$ cat config.mk
export PLATFORM = sky130hd
export DESIGN_NAME = mips_multicycle_ctrl
export DESIGN_NICKNAME = d
export VERILOG_FILES = /design/src/rtl/mips_pkg.sv /design/src/rtl/mem_wait_timer.sv /design/src/rtl/mips_multicycle_ctrl.sv
export SDC_FILE = /design/constraint.sdc
export NUM_CORES = 1
export LEC_CHECK = 0
export ABC_AREA = 1
export BUFFER_PORTS_ARGS = -buffer_cell sky130_fd_sc_hd__buf_2
export CAP_MARGIN = 20
export CORE_UTILIZATION = 48
export DETAILED_ROUTE_END_ITERATION = 16
export MAX_ROUTING_LAYER = met4
export PLACE_DENSITY = 0.79
export SLEW_MARGIN = 20
export SYNTH_ARGS = -nofsm -noshare
export SYNTH_HDL_FRONTEND = slang
export SYNTH_SLANG_ARGS = --single-unit
$ cat constraint.sdc
create_clock -name clk -period 2 [get_ports clk]
set_input_delay 0.3 -clock clk [delete_from_list [all_inputs] [get_ports clk]]
set_output_delay 0.3 -clock clk [all_outputs]
set_load 0.02 [all_outputs]
$ cat src/rtl/mips_pkg.sv
// Shared encodings for the multicycle MIPS controller: opcodes, FSM states
// and the datapath mux select values.
package mips_pkg;

   localparam logic [5:0] OP_RTYPE = 6'b000000;
   localparam logic [5:0] OP_J     = 6'b000010;
   localparam logic [5:0] OP_BEQ   = 6'b000100;
   localparam logic [5:0] OP_BNE   = 6'b000101;
   localparam logic [5:0] OP_ADDI  = 6'b001000;
   localparam logic [5:0] OP_LW    = 6'b100011;
   localparam logic [5:0] OP_SW    = 6'b101011;

   localparam logic [1:0] ALU_ADD   = 2'b00;
   localparam logic [1:0] ALU_SUB   = 2'b01;
   localparam logic [1:0] ALU_FUNCT = 2'b10;

   localparam logic [1:0] SRCB_REGB   = 2'b00;
   localparam logic [1:0] SRCB_FOUR   = 2'b01;
   localparam logic [1:0] SRCB_IMM    = 2'b10;
   localparam logic [1:0] SRCB_IMM_SH = 2'b11;

   localparam logic [1:0] PCSRC_ALU    = 2'b00;
   localparam logic [1:0] PCSRC_ALUOUT = 2'b01;
   localparam logic [1:0] PCSRC_JUMP   = 2'b10;

   typedef enum logic [3:0] {
      S_RESET     = 4'd0,
      S_FETCH     = 4'd1,
      S_DECODE    = 4'd2,
      S_MEM_ADDR  = 4'd3,
      S_MEM_READ  = 4'd4,
      S_MEM_WB    = 4'd5,
      S_MEM_WRITE = 4'd6,
      S_R_EXEC    = 4'd7,
      S_R_WB      = 4'd8,
      S_ADDI_EXEC = 4'd9,
      S_ADDI_WB   = 4'd10,
      S_BRANCH    = 4'd11,
      S_JUMP      = 4'd12,
      S_FAULT     = 4'd13
   } state_t;

endpackage

$ cat src/rtl/mem_wait_timer.sv
// Counts consecutive not-ready cycles of a memory access and flags the last
// allowed cycle; a zero MEM_TIMEOUT never times out.
module mem_wait_timer #(
   parameter int MEM_TIMEOUT = 15,
   parameter int CNT_W       = $clog2(MEM_TIMEOUT + 1)
) (
   input  logic clk,
   input  logic rst,
   input  logic clear,
   input  logic ready,
   output logic timeout
);

   localparam int W = (CNT_W < 1) ? 1 : CNT_W;
   localparam logic [W-1:0] LAST = W'((MEM_TIMEOUT == 0) ? 0 : MEM_TIMEOUT - 1);

   logic [W-1:0] cnt;

   // Held at zero outside memory states so every access starts from zero.
   always_ff @(posedge clk or posedge rst) begin
      if (rst)
         cnt <= '0;
      else if (clear || ready)
         cnt <= '0;
      else
         cnt <= cnt + W'(1);
   end

   assign timeout = (MEM_TIMEOUT != 0) && !clear && !ready && (cnt == LAST);

endmodule

$ cat src/rtl/mips_multicycle_ctrl.sv
// Multicycle MIPS main controller: sequences fetch/decode/execute/memory/
// writeback, waits on mem_ready with a timeout, and traps illegal opcodes.
module mips_multicycle_ctrl
   import mips_pkg::*;
#(
   parameter int MEM_TIMEOUT = 15,
   parameter int CNT_W       = $clog2(MEM_TIMEOUT + 1)
) (
   input  logic       clk,
   input  logic       rst,
   input  logic [5:0] opcode,
   input  logic       zero,
   input  logic       mem_ready,
   output logic       pc_write,
   output logic       ir_write,
   output logic       iord,
   output logic       mem_read,
   output logic       mem_write,
   output logic       mem_to_reg,
   output logic       reg_dst,
   output logic       reg_write,
   output logic       alu_src_a,
   output logic [1:0] alu_src_b,
   output logic [1:0] alu_op,
   output logic [1:0] pc_source,
   output logic       instr_done,
   output logic       fault,
   output logic [3:0] state_dbg
);

   state_t state, next;
   logic   mem_state;
   logic   timeout;

   assign mem_state = (state == S_FETCH) || (state == S_MEM_READ) || (state == S_MEM_WRITE);
   assign state_dbg = state;

   mem_wait_timer #(
      .MEM_TIMEOUT(MEM_TIMEOUT),
      .CNT_W      (CNT_W)
   ) u_timer (
      .clk    (clk),
      .rst    (rst),
      .clear  (!mem_state),
      .ready  (mem_ready),
      .timeout(timeout)
   );

   always_ff @(posedge clk or posedge rst) begin
      if (rst)
         state <= S_RESET;
      else
         state <= next;
   end

   always_comb begin
      next       = state;
      pc_write   = 1'b0;
      ir_write   = 1'b0;
      iord       = 1'b0;
      mem_read   = 1'b0;
      mem_write  = 1'b0;
      mem_to_reg = 1'b0;
      reg_dst    = 1'b0;
      reg_write  = 1'b0;
      alu_src_a  = 1'b0;
      alu_src_b  = SRCB_REGB;
      alu_op     = ALU_ADD;
      pc_source  = PCSRC_ALU;
      fault      = 1'b0;

      case (state)
         S_RESET: next = S_FETCH;
         S_FETCH: begin
            mem_read  = 1'b1;
            alu_src_b = SRCB_FOUR;
            ir_write  = mem_ready;
            pc_write  = mem_ready;
            if (mem_ready)
               next = S_DECODE;
            else if (timeout)
               next = S_FAULT;
         end
         S_DECODE: begin
            alu_src_b = SRCB_IMM_SH;
            case (opcode)
               OP_LW, OP_SW:   next = S_MEM_ADDR;
               OP_RTYPE:       next = S_R_EXEC;
               OP_ADDI:        next = S_ADDI_EXEC;
               OP_BEQ, OP_BNE: next = S_BRANCH;
               OP_J:           next = S_JUMP;
               default:        next = S_FAULT;
            endcase
         end
         S_MEM_ADDR: begin
            alu_src_a = 1'b1;
            alu_src_b = SRCB_IMM;
            if (opcode == OP_LW)
               next = S_MEM_READ;
            else if (opcode == OP_SW)
               next = S_MEM_WRITE;
            else
               next = S_FAULT;
         end
         S_MEM_READ: begin
            mem_read = 1'b1;
            iord     = 1'b1;
            if (mem_ready)
               next = S_MEM_WB;
            else if (timeout)
               next = S_FAULT;
         end
         S_MEM_WB: begin
            reg_write  = 1'b1;
            mem_to_reg = 1'b1;
            next       = S_FETCH;
         end
         S_MEM_WRITE: begin
            mem_write = 1'b1;
            iord      = 1'b1;
            if (mem_ready)
               next = S_FETCH;
            else if (timeout)
               next = S_FAULT;
         end
         S_R_EXEC: begin
            alu_src_a = 1'b1;
            alu_op    = ALU_FUNCT;
            next      = S_R_WB;
         end
         S_R_WB: begin
            reg_write = 1'b1;
            reg_dst   = 1'b1;
            next      = S_FETCH;
         end
         S_ADDI_EXEC: begin
            alu_src_a = 1'b1;
            alu_src_b = SRCB_IMM;
            next      = S_ADDI_WB;
         end
         S_ADDI_WB: begin
            reg_write = 1'b1;
            next      = S_FETCH;
         end
         S_BRANCH: begin
            alu_src_a = 1'b1;
            alu_op    = ALU_SUB;
            pc_source = PCSRC_ALUOUT;
            pc_write  = (opcode == OP_BNE) ? !zero : zero;
            next      = S_FETCH;
         end
         S_JUMP: begin
            pc_source = PCSRC_JUMP;
            pc_write  = 1'b1;
            next      = S_FETCH;
         end
         S_FAULT: fault = 1'b1;
         default: next = S_FAULT;
      endcase
   end

   // A FETCH that is still waiting is not the end of an instruction.
   assign instr_done = (next == S_FETCH) && (state != S_RESET) && (state != S_FETCH);

endmodule

---- Word level (Yosys, flattened, before mapping) ----
Index checks and enable logic that the tools add are counted.
cells by class
  equal/unequal tests ..................... 22
  $add $sub $neg .......................... 1
  reduce and logical (&&, ||, !) cells .... 21
  mux-type cells .......................... 23
operators by type and width
  kind                 number
  $pmux 4 s9           1
  $eq 4x4->1 const B   7
  $mux 4               7
  $pmux 4 s5           1
  $eq 4x3->1 const B   4
  $eq 6x3->1 const B   2
  $eq 6x6->1 const B   2
  $mux 1               10
  $reduce_or 2->1      5
  $eq 4x1->1 const B   2
  $eq 4x2->1 const B   2
  $pmux 2 s2           2
  $eq 6x2->1 const B   1
  $eq 6x4->1 const B   1
  $logic_not 6->1      1
  $pmux 2 s3           1
  $reduce_or 6->1      1
  $add 4x1->4 const B  1
  $logic_and 1x1->1    4
  $logic_not 4->1      1
  $ne 4x1->1 const B   1
  $reduce_bool 4->1    1
  $reduce_or 4->1      1
  $logic_not 1->1      3
  3 further kinds      5
storage, ports and cells
  output and inout port bits .............. 21
  word-level logic and storage cells ...... 69
  flip-flop bits (word level) ............. 8

---- Logic depth before layout (Yosys ltp) ----
  depth after elaboration ................. 11
  gate-level depth with buffers ........... 11
  depth with buffers taken out ............ 10

---- Hierarchy ----
A second synthesis with hierarchy kept.
second synthesis, totals
  cells, all modules ...................... 144
  area, all modules ....................... 799.5 sq um
by module, submodules not included
  module                area each (sq um)  sequential area each (sq um)  times used  cells an instance
  mips_multicycle_ctrl  601.8              100.1                         1           122
  mem_wait_timer        197.7              100.1                         1           22

---- Least setup slack after synthesis ----
OpenSTA, ideal clock, no wires.
  kind .................................... register to output
  start point ............................. reg state[1], in the netlist state_dbg[1]
  end point ............................... out pc_write
  path buffers ............................ 1
  stages on the path, launching flop included .. 6
  path slack .............................. 0.221 ns
  data required time ...................... 1.700 ns
  data arrival time ....................... 1.479 ns
  cells stage by stage .................... dfrtp_1 -> buf_2 -> nand2_2 -> nor2_1 -> nand3_1 -> o221ai_1
on the way
  word-level cells in the longest chain between the ends .. 2
  elaborated cells between the ends (all ways) .. 4
  classes of those cells .................. eq/ne: 3; mux: 1
ends and longest elaborated chain
  element                                   line                        text
  start: declaration                        mips_multicycle_ctrl.sv:31  state_t state, next;
  start signal: assignment                  mips_multicycle_ctrl.sv:53  state <= next;
  $eq 4x4->1 or $eq 4x1->1 (tied branches)  mips_multicycle_ctrl.sv:72  case (state)
  $pmux 1 s3 (*)                            mips_multicycle_ctrl.sv:72
  end: declaration                          mips_multicycle_ctrl.sv:14  output logic pc_write,
Mark *: on every way between the ends. The rest lies on a longest branch, timed or not.

---- Worst setup path in the final report ----
  start point ............................. reg state[0], in the netlist state_dbg[0]
  end point ............................... out instr_done
on the way
  word-level cells in the longest chain between the ends .. 11
  elaborated cells between the ends (all ways) .. 29
  classes of those cells .................. eq/ne: 15; mux: 5; reduce/logical: 9
ends and longest elaborated chain
  element                                   line                                                                                  text
  $eq 4x1->1 or $eq 4x3->1 (tied branches)  mips_multicycle_ctrl.sv:35, mips_multicycle_ctrl.sv:72
  $logic_or 1x1->1 (2 in a row)             mips_multicycle_ctrl.sv:35                                                            assign mem_state = (state == S_FETCH) || (state == S_MEM_READ) || (state == S_MEM_WRITE);
  $logic_and 1x1->1 (2 in a row)            mem_wait_timer.sv:29                                                                  assign timeout = (MEM_TIMEOUT != 0) && !clear && !ready && (cnt == LAST);
  $mux 4                                    mips_multicycle_ctrl.sv:81, mips_multicycle_ctrl.sv:110, mips_multicycle_ctrl.sv:123
  $mux 4 (on tied branches)                 mips_multicycle_ctrl.sv:121, mips_multicycle_ctrl.sv:79, mips_multicycle_ctrl.sv:108
  $pmux 4 s9                                mips_multicycle_ctrl.sv:72
  $eq 4x1->1                                mips_multicycle_ctrl.sv:163                                                           assign instr_done = (next == S_FETCH) && (state != S_RESET) && (state != S_FETCH);
  $logic_and 1x1->1                         mips_multicycle_ctrl.sv:163
  $logic_and 1x1->1 (*)                     mips_multicycle_ctrl.sv:163
  end: declaration                          mips_multicycle_ctrl.sv:26                                                            output logic instr_done,
Marks and branches as above.

==> reports/results.tsv <==
stage	metric	value	unit
synthesis	synthCells	132	
power	power.total	1.78	mW
timing	timing.hold.ws	0.439	ns
route	viasPerCell	5.16	
critical_path	cp_max_fo	7	
cells_and_area	final_common_cell	buf_2	
critical_path	reg2reg_slack	0.52	ns
global_route	grt_max_degree	9	
global_route	grt_overflow	0	
floorplanning	core	0.00154	sq mm
critical_path	path_class	reg -> out	
critical_path	crit_path_cell_trace	inv_4 -> nor2_4 -> nand3_2 -> nand2_2 -> nand2_4 -> nand2_1 -> a21oi_2 -> nand3_2 -> nor2_2 -> buf_6	
power	vdd_drop_max	0.000875	V
worst_hold_path	min_path_type	in -> reg	
power	seq_power_share	18.5	%
synthesis	synthArstFlopShare	100	%
route	m1WireLength	1000	microns
route	wl_met3	132	microns
critical_path	crit_path_start_kind	register	
cells_and_area	antenna_cells	0	
power	p_leak	0.702	nW
cells_and_area	final_area	0.00118	sq mm
timing	hold_viol	0	
cells_and_area	final_core_util	76.4	%
cells_and_area	layout_common_cells	29 x buf_2, 25 x nor2_1, 17 x nand2_1	
synthesis	synth-edff-count	0	
route	wl_per_cell	12.2	microns
synthesis	synth_nets	144	
clock_tree	clk_pin_slew	0.05	ns
power	p_sw_share	54.8	%
global_route	grt_usage	23.9	%
synthesis	postSynthAreaPerCell	6.16	sq um
synthesis	syn_area	813	sq um
synthesis	yosysWarnings	0	
cells_and_area	layout-area-overhead-vs-synth	44.8	%
place	io_buffers	30	
floorplanning	die_h	43.2	microns
power	p_per_area	1510	mW/mm^2
floorplanning	die_area	0.00186	sq mm
clock_tree	cts_buffers	3	
timing	slew_headroom	80.1	%
place	hpwl	1590	microns
clock_tree	cts_tree	done	
route	wl_met2	1180	microns
timing	max_slew.worst_pin.slew	0.299	ns
run	maxCapViolations	0	
route	finalWirelength	2330	microns
power	switchingPower	974	uW
critical_path	crit_arrival	1.74	ns
power	pwr-share-clk	6.8	%
power	p_int	805	uW
worst_hold_path	hold_depth	5	
route	vias	986	
critical_path	cp_slowest_cell	dfrtp_2	
timing	final.setup.tns	-0.0387	ns
timing	slew_viol_final	0	
timing	setup_slack	-0.0387	ns
synthesis	ys.flop_type	dfrtp_1	
global_route	antenna_found_initial	0	
clock_tree	clock_path_buffers	2	
critical_path	end_kind	output port	
timing	fin_worst_skew	0.00840	ns
critical_path	crit_path_frequent_cell	nand3_2	
route	dr.max_layer_used	met4	
critical_path	r2r_end	state_dbg[0]$_DFF_PP0_	
place	routabilityCongestion	0.865	
global_route	grt_pass1_wl	3300	microns
clock_tree	htree_levels	1	
timing	rsz0062_at_grt	yes	
route	remaining_drc_errors	0	
power	p_comb_share	74.7	%
place	placed_area	971	sq um
floorplanning	rows	14	
global_route	grt_pass1_vias	804	
timing	fmax	0.491	GHz
floorplanning	io_pins	31	
critical_path	r2r_cells	7	
worst_hold_path	holdPathEnd	state_dbg[2]$_DFF_PP0_	
worst_hold_path	hp-start	mem_ready	
floorplanning	die_w	43.2	microns
clock_tree	root_buffer	clkbuf_4	
floorplanning	initial_utilization	52.8	%
clock_tree	clkLatencyLatePin	0.26	ns
synthesis	ys_seq_area_share	24.6	%
cells_and_area	fin_nets	189	
cells_and_area	drive_gt1_share	49.1	%
critical_path	required	1.70	ns
route	drt_iter0_drc	34	
clock_tree	cts.sinks	8	
route	first_pass_iters	6	
timing	fin_crit_sh	102	%
timing	setup_viol	1	
timing	min_period	2.04	ns
status	status	finished, violations left	
status	violations	negative setup slack	
critical_path	rr_startpoint	state_dbg[3]$_DFF_PP0_	
critical_path	critical-path-max-stage-delay	0.48	ns
synthesis	synth_seq_cells	8	
synthesis	synthDistinctLibCells	26	
route	ant_nets	0	
==> Yosys cell counts, drive strengths merged, types with 2 or more instances <==
cell | count | area share, %
nand2 | 28 | 16
inv | 22 | 10
nand3 | 17 | 12
dfrtp | 8 | 25
ha | 2 | 3.1
o21ai | 2 | 1.2
nand4 | 2 | 1.5
buf | 3 | 2.5
a21oi | 2 | 1.2
nor2 | 35 | 19
nor3 | 3 | 1.8
==> cells by family after synthesis <==
kind of cell	Yosys count	synth area share (%)
DFF	8	24.6
xor gates and xnor gates	2	2.15
AOI/OAI and AO/OA	8	6.00
buffers and inverters	25	12.6
adders and majority gates	2	3.08
and+or+nand+nor	87	51.5
==> metal layers <==
metal  GRT usage [%]  vias up
met2            35.8       35
li1                -      500
met3            6.81        4
met4            6.06        0
met5               -        -
met1            31.7      447
==> what timing repair did <==
| item | 4_1_cts | 5_1_grt |
|---|---|---|
| pin swaps | 0 | 6 |
| buffers inserted | 4 | 7 |
| endpoints found under the hold margin | 8 | 0 |
| hold buffers | 1 | 0 |
| gates resized for setup | 7 | 20 |
| setup endpoints to repair | 2 | 2 |
==> critical path, delay by kind of cell (launching register included) <==
family	cells	cell delay, ns
buf+inv	2	0.23
flops	1	0.48
simple gates	7	0.60
compound gates	1	0.15
==> how the worst max path moves through the flow <==
stage | slack, ns | startpoint | endpoint | cells after the start
6_report | -0.04 | state_dbg[0]$_DFF_PP0_ | instr_done | 10
5_1_grt | -0.13 | state_dbg[0]$_DFF_PP0_ | instr_done | 10
4_1_cts | 0.006 | state_dbg[2]$_DFF_PP0_ | instr_done | 10
3_5_place_dp | 0.16 | state_dbg[0]$_DFF_PP0_ | instr_done | 11
3_3_place_gp | 0.15 | state_dbg[0]$_DFF_PP0_ | instr_done | 11
2_1_floorplan | 0.22 | state_dbg[1]$_DFF_PP0_ | pc_write | 5
==> cell type report <==
class	count	area (sq um)
timing repair buffer	43	260
inverter	22	85.1
multi-input combinational	99	584
fill	109	364
clock buffer	3	22.5
sequential	8	205
tap	16	20.0
==> registers in the layout (all words and copies together) (netlist names) <==
register,count
u_timer.cnt,4
state_dbg,4
==> power by group through the flow <==
stage | clock, mW | sequential, mW | combinational [mW]
after global placement | 0 | 0.301 | 0.966
after CTS | 0.121 | 0.305 | 1.05
after floorplan | 0 | 0.297 | 0.713
after detailed placement | 0 | 0.304 | 0.973
final | 0.121 | 0.329 | 1.33
after global routing | 0.132 | 0.334 | 1.43
==> stage by stage <==
| stage | cells | worst slack, ns |
|---|---|---|
| after detailed placement | 176 | 0.159 |
| final | 191 | -0.0387 |
| after CTS | 184 | 0.00569 |
| after floorplan | 132 | 0.221 |
| after global routing | 191 | -0.132 |
| after global placement | 176 | 0.149 |
Note: power is estimated with default switching activity, not from simulation.
